==> config.mk <==
export PLATFORM = sky130hd
export DESIGN_NAME = cs_loader
export DESIGN_NICKNAME = d
export VERILOG_FILES = /design/src/rtl/cs_loader.sv
export SDC_FILE = /design/constraint.sdc
export NUM_CORES = 1
export LEC_CHECK = 0
export CORE_MARGIN = 2
export CORE_UTILIZATION = 45
export DETAILED_ROUTE_END_ITERATION = 12
export PLACE_DENSITY_LB_ADDON = 0.05
export SLEW_MARGIN = 20
export SYNTH_ARGS = -nofsm -noshare
export SYNTH_HDL_FRONTEND = slang
export SYNTH_SLANG_ARGS = --single-unit
==> constraint.sdc <==
create_clock -name clk -period 1.85 [get_ports clk]
set_clock_uncertainty 0.15 [all_clocks]
set_input_delay 0.37 -clock clk [delete_from_list [all_inputs] [get_ports clk]]
set_output_delay 0.37 -clock clk [all_outputs]
set_load 0.03 [all_outputs]
==> src/rtl/cs_loader.sv <==
// ============================================================================
// Module      : cs_loader
// Description : Byte-stream loader for the writable control store. Packs three
//               big-endian bytes into each control word, writes 64 words and
//               verifies a trailing XOR checksum byte.
// Revision    : 1.0 - initial release
// ============================================================================
`default_nettype none

module cs_loader #(
  parameter int WORD_W = 23,
  parameter int ADDR_W = 6,
  parameter int DEPTH  = 64
) (
  input  logic              clk,
  input  logic              rst_n,
  input  logic              start,
  input  logic [7:0]        byte_in,
  input  logic              byte_valid,
  output logic              byte_ready,
  output logic              wr_en,
  output logic [ADDR_W-1:0] wr_addr,
  output logic [WORD_W-1:0] wr_data,
  output logic              busy,
  output logic              done,
  output logic              err,
  output logic [6:0]        words_written
);

  typedef enum logic [2:0] {
    S_IDLE = 3'd0,
    S_B0   = 3'd1,
    S_B1   = 3'd2,
    S_B2   = 3'd3,
    S_CSUM = 3'd4,
    S_DONE = 3'd5,
    S_ERR  = 3'd6
  } state_t;

  localparam logic [ADDR_W-1:0] c_LAST_ADDR = ADDR_W'(DEPTH - 1);

  state_t              r_state;
  logic                r_ready;
  logic                r_busy;
  logic                r_done;
  logic                r_err;
  logic                r_wr_en;
  logic [ADDR_W-1:0]   r_wr_addr;
  logic [WORD_W-1:0]   r_wr_data;
  logic [ADDR_W-1:0]   r_addr;
  logic [6:0]          r_words;
  logic [7:0]          r_acc;
  logic [WORD_W-17:0]  r_hi;
  logic [7:0]          r_mid;
  logic                w_accept;

  assign w_accept = byte_valid && r_ready;

  always_ff @(posedge clk) begin
    if (!rst_n) begin
      r_state   <= S_IDLE;
      r_ready   <= 1'b0;
      r_busy    <= 1'b0;
      r_done    <= 1'b0;
      r_err     <= 1'b0;
      r_wr_en   <= 1'b0;
      r_wr_addr <= '0;
      r_wr_data <= '0;
      r_addr    <= '0;
      r_words   <= '0;
      r_acc     <= '0;
      r_hi      <= '0;
      r_mid     <= '0;
    end else begin
      r_wr_en <= 1'b0;
      case (r_state)
        S_IDLE, S_DONE, S_ERR: begin
          if (start) begin
            r_state <= S_B0;
            r_ready <= 1'b1;
            r_busy  <= 1'b1;
            r_done  <= 1'b0;
            r_err   <= 1'b0;
            r_addr  <= '0;
            r_words <= '0;
            r_acc   <= '0;
          end
        end
        S_B0: begin
          if (w_accept) begin
            r_acc <= r_acc ^ byte_in;
            // A set top bit marks a malformed word: abort before any write.
            if (byte_in[7]) begin
              r_state <= S_ERR;
              r_ready <= 1'b0;
              r_busy  <= 1'b0;
              r_err   <= 1'b1;
            end else begin
              r_hi    <= byte_in[WORD_W-17:0];
              r_state <= S_B1;
            end
          end
        end
        S_B1: begin
          if (w_accept) begin
            r_acc   <= r_acc ^ byte_in;
            r_mid   <= byte_in;
            r_state <= S_B2;
          end
        end
        S_B2: begin
          if (w_accept) begin
            r_acc     <= r_acc ^ byte_in;
            r_wr_en   <= 1'b1;
            r_wr_addr <= r_addr;
            r_wr_data <= {r_hi, r_mid, byte_in};
            r_addr    <= r_addr + 1'b1;
            r_words   <= r_words + 7'd1;
            r_state   <= (r_addr == c_LAST_ADDR) ? S_CSUM : S_B0;
          end
        end
        S_CSUM: begin
          if (w_accept) begin
            r_ready <= 1'b0;
            r_busy  <= 1'b0;
            if (byte_in == r_acc) begin
              r_state <= S_DONE;
              r_done  <= 1'b1;
            end else begin
              r_state <= S_ERR;
              r_err   <= 1'b1;
            end
          end
        end
        default: begin
          r_state <= S_IDLE;
          r_ready <= 1'b0;
          r_busy  <= 1'b0;
        end
      endcase
    end
  end

  assign byte_ready    = r_ready;
  assign busy          = r_busy;
  assign done          = r_done;
  assign err           = r_err;
  assign wr_en         = r_wr_en;
  assign wr_addr       = r_wr_addr;
  assign wr_data       = r_wr_data;
  assign words_written = r_words;

endmodule

`default_nettype wire

Yosys cells after proc, flatten, opt, wreduce, memory -nomap -nowiden
Index checks and enable logic that the tools add are counted.
{"block": "classes", "add_sub_neg": 2, "eq_ne": 17, "muxes": 33, "bitwise": 3, "n_reduce_logical": 19}
{"op": "$mux W3", "count": 7}
{"op": "$mux W8", "count": 2}
{"op": "$ne A2 B2 Y1 const B", "count": 8}
{"op": "$pmux W8 S2", "count": 1}
{"op": "$pmux W3 S5", "count": 1}
{"op": "$mux W7", "count": 2}
{"op": "$pmux W7 S2", "count": 1}
{"op": "$mux W1", "count": 12}
{"op": "$mux W6", "count": 2}
{"op": "$pmux W6 S2", "count": 1}
{"op": "$reduce_and A5 Y1", "count": 2}
{"op": "$eq A3 B3 Y1 const B", "count": 3}
{"op": "$reduce_and A3 Y1", "count": 3}
{"op": "$eq A8 B8 Y1", "count": 1}
{"op": "$xor A8 B8 Y8", "count": 1}
{"op": "$add A7 B1 Y7 const B", "count": 1}
{"op": "$add A6 B1 Y6 const B", "count": 1}
{"op": "$eq A3 B2 Y1 const B", "count": 2}
{"op": "$eq A6 B6 Y1 const B", "count": 1}
{"op": "$reduce_and A2 Y1", "count": 3}
{"op": "$reduce_and A6 Y1", "count": 1}
{"op": "$reduce_bool A2 Y1", "count": 3}
{"op": "$reduce_or A3 Y1", "count": 2}
{"op": "$pmux W1 S4", "count": 1}
{"op": "11 further kinds", "count": 12}
{"block": "totals", "register_bits": 72, "output_inout_bits": 41, "wordCells": 86}

Logic depth before layout (Yosys ltp)
{"block": "depth", "word_depth": 4, "ltp_mapped": 7}

Worst setup path before layout
Ideal clock, no wire load.
{"block": "synth_path", "path_kind": "reg2reg", "start": "reg busy (netlist name)", "end": "reg r_addr[5]", "arrival_time_ps": 1646, "path_slack_ps": -18, "path_stages_with_launch": 6, "n_path_buf": 1, "period_less_slack_ps": 1868, "cell_sequence": "dfxtp_1 > clkbuf_1 > and4b_1 > o21ai_2 > a211oi_1 > mux2i_1"}
{"element": "end signal: assignment", "line": "117", "source": "r_addr <= r_addr + 1'b1;"}
{"element": "end: declaration", "line": "50", "source": "logic [ADDR_W-1:0] r_addr;"}

Worst setup path in the final report
{"block": "layout_path", "start": "reg r_state[0]", "end": "reg r_state[1]"}
{"block": "layout_between", "elab_chain_len": 4, "word_cells_on_any_way": 15}
{"element": "start: declaration", "line": "42", "source": "state_t r_state;"}
{"element": "start signal: assignment", "line": "119", "source": "r_state <= (r_addr == c_LAST_ADDR) ? S_CSUM : S_B0;"}
{"element": "$eq A3 B3 Y1 / $logic_not A3 Y1 (equally long branches)", "line": "76", "source": "case (r_state)"}
{"element": "$reduce_or A3 Y1", "line": "76"}
{"element": "$ne A2 B2 Y1 (no source line)"}
{"element": "$reduce_and A5 Y1 (no source line)"}
Parallel ways exist; a longest one is shown, timed or not.
A chain may end at the register's enable or synchronous reset.

==> flow_metrics.tcl <==
set metrics [dict create \
    drive_gt1_share_pct 17.04 \
    slew_violations 0 \
    worstHoldPathCells 2 \
    pwr_density_cell_mw_per_mm2 818.4 \
    htreeDepth 3 \
    whs_ns 0.3027 \
    cp-start-kind "flop" \
    yosysUniqueCellTypes 55 \
    grt_max_degree 46 \
    async_flop_share_pct 0 \
    seq_area_mm2 0.001449 \
    grt.overflow.total 0 \
    syn_inst 393 \
    wl_per_cell_um 13.84 \
    status "completed" \
    ys_seq_area_share_pct 43.99 \
    multiInputGateArea_mm2 0.001712 \
    cts_tree "done" \
    cts_hold_buf 0 \
    syn_to_final_growth_pct 35.82 \
    yosys_warnings 0 \
    hold_class "reg2reg" \
    first_pass_iters 4 \
    port_buffers 52 \
    dieHeight_um 89.34 \
    crit_type "reg2reg" \
    setup_ws_ns 0.04912 \
    synth_area_mm2 0.003277 \
    cap_violations 0 \
    leakage_uw 0.001880 \
    grt_usage_pct 21.50 \
    grt_antenna_before_repair 0 \
    setup_violations 0 \
    nFillCells 659 \
    cp_max_fo 14 \
    antennaDiodeCount 0 \
    clkTransAtPathRegs_ns 0.08 \
    clock_latency_ns 0.35 \
    hold_violations 0 \
    fin_crit_sh_pct 97.34 \
    ir_worst_vdd_mv 0.4307 \
    preCtsSetupSlack_ns -0.3285 \
    ant_nets 0 \
    ff2ff_path_depth 5 \
    max-slew-margin-rel_pct 68.36 \
    syn_area_per_cell_um2 8.338 \
    die_area_mm2 0.007981 \
    clock-sinks 72 \
    post-synth-top-area-fraction_pct 43.99 \
    vias_per_cell 5.253 \
    synth-edff-count 0 \
    drt-total-wl_um 8113 \
    period_needed_ns 1.801 \
    grt_pass1_wl_um 13230 \
    rows 31 \
    initial_core_util_pct 45.92 \
    num_vias 3078 \
    crit_arrival_ns 1.95 \
    synth_area_leader_cell "dfxtp_1" \
    ys_ff_latch 72 \
    pin_count 53 \
    syn_nets 407 \
    num-nets-final 496 \
    grt_pass1_vias 2756 \
    clk_path_buf_depth 2 \
    cts_root_buf "clkbuf_8" \
    die_w_um 89.34 \
    cp-end-kind "flop" \
    routabilityCongestion 0.8260 \
    drtIter0Drc 105 \
    numCtsBuffers 9 \
    core_region_area_mm2 0.007137 \
    synthTopCellsByArea "dfxtp_1 (44%), nand2_1 (9.3%), a21oi_1 (6.6%), mux2i_1 (5.5%), nor2_1 (3.6%)" \
    drcViolationCount 0 \
    critPathRequiredTime_ns 1.99 \
    tightest_slew_ns 0.4746 \
    fmax_ghz 0.5553 \
    ys.flop_type "dfxtp_1" \
    dp_hpwl_um 5697 \
]
[layout by cell type (no fill, tap or decap), types with 9 or more instances in the layout]
| cell | count |
|---|---|
| nand2_1 | 81 |
| dfxtp_1 | 68 |
| buf_4 | 50 |
| a21oi_1 | 43 |
| dlygate4sd2_1 | 41 |
| nor2_1 | 31 |
| mux2i_1 | 18 |
| clkdlybuf4s50_1 | 11 |
| nand3b_1 | 9 |
| clkbuf_8 | 9 |
[metrics by stage]
step	area (um^2)	total power (uW)	util, %	TNS, ns	std cells
2_1_floorplan	3278	1914	-	0	393
5_1_grt	4451	3764	62.36	-0.002903	586
4_1_cts	4419	3662	61.92	0	586
3_3_place_gp	4225	2131	59.20	-14.29	570
3_5_place_dp	4225	2135	59.20	-15.43	570
6_report	4451	3642	62.36	0	586
[critical path, stage by stage, from the launching register on]
cell	delay [ns]
dfxtp_4	0.38
buf_4	0.18
or3b_2	0.46
or2_1	0.26
a31oi_2	0.19
o21a_1	0.13
[what timing repair did]
action | in CTS | in global routing
setup endpoints to repair | 46 | 21
buffers inserted | 0 | 0
hold endpoints to repair | 0 | 0
gates resized for setup | 43 | 11
pin swaps | 0 | 0
[Yosys cell counts, drive strengths merged, types with 2 or more instances]
cell type / number
and3b: 2
buf: 12
ha: 2
a31oi: 3
dfxtp: 72
a211oi: 7
nor2b: 3
nor4: 2
o211ai: 2
and4b: 2
nand3b: 9
nand2: 81
nand3: 7
nor2: 31
nor3: 4
clkbuf: 15
nand4: 3
o21a: 2
and3: 3
a21oi: 44
and2: 5
o2111ai: 4
a2111o: 6
nand2b: 5
xor2: 8
o22ai: 8
a21boi: 2
mux2i: 18
o21ai: 11
inv: 5
[registers in the layout (all words and copies together) (netlist names)]
signal / count
busy: 1
words_written: 7
r_hi: 7
done: 1
r_addr: 6
r_acc: 8
r_state: 3
wr_addr: 6
wr_en: 1
wr_data: 23
r_mid: 8
err: 1
[layout make-up]
cell class	instances	area share, %
sequential	72	32.56
clock buffer	10	2.868
inverter	5	0.4217
multi-input combinational	289	38.46
timing repair buffer	105	20.33
tap	99	2.783
clock inverter	6	2.586
[cells by family (layout without fill, tap and decap cells)]
| kind of cell | count (synthesis) | count (layout) | synth area share (%) |
|---|---|---|---|
| AOI/OAI and AO/OA | 97 | 97 | 19.17 |
| xor gates and xnor gates | 9 | 9 | 2.635 |
| adders and majority gates | 2 | 2 | 0.7635 |
| buffers and inverters | 32 | 126 | 4.620 |
| DFF | 72 | 72 | 43.99 |
| muxes | 18 | 18 | 5.498 |
| and+or+nand+nor | 163 | 163 | 23.33 |
[layer usage]
| layer | track usage [%] | routed length, um |
|---|---|---|
| met3 | 3.786 | 293 |
| met2 | 33.00 | 3726 |
| met4 | 8.412 | 104 |
| met1 | 30.10 | 3989 |
| met5 | 0 | 0 |
[report_power, final]
group / switching (uW) / internal (uW)
combinational: 256 / 225
clock: 635 / 906
sequential: 39.1 / 1580
[final timing paths]
path,from,endpoint,slack (ns)
worst min-delay path,wr_data[13],wr_data[13],0.30
worst max register to register,r_state[0],r_state[1],0.05
worst max-delay path,r_state[0],r_state[1],0.05
worst min register to register,wr_data[13],wr_data[13],0.30
Power figures use the tool's default switching activity.
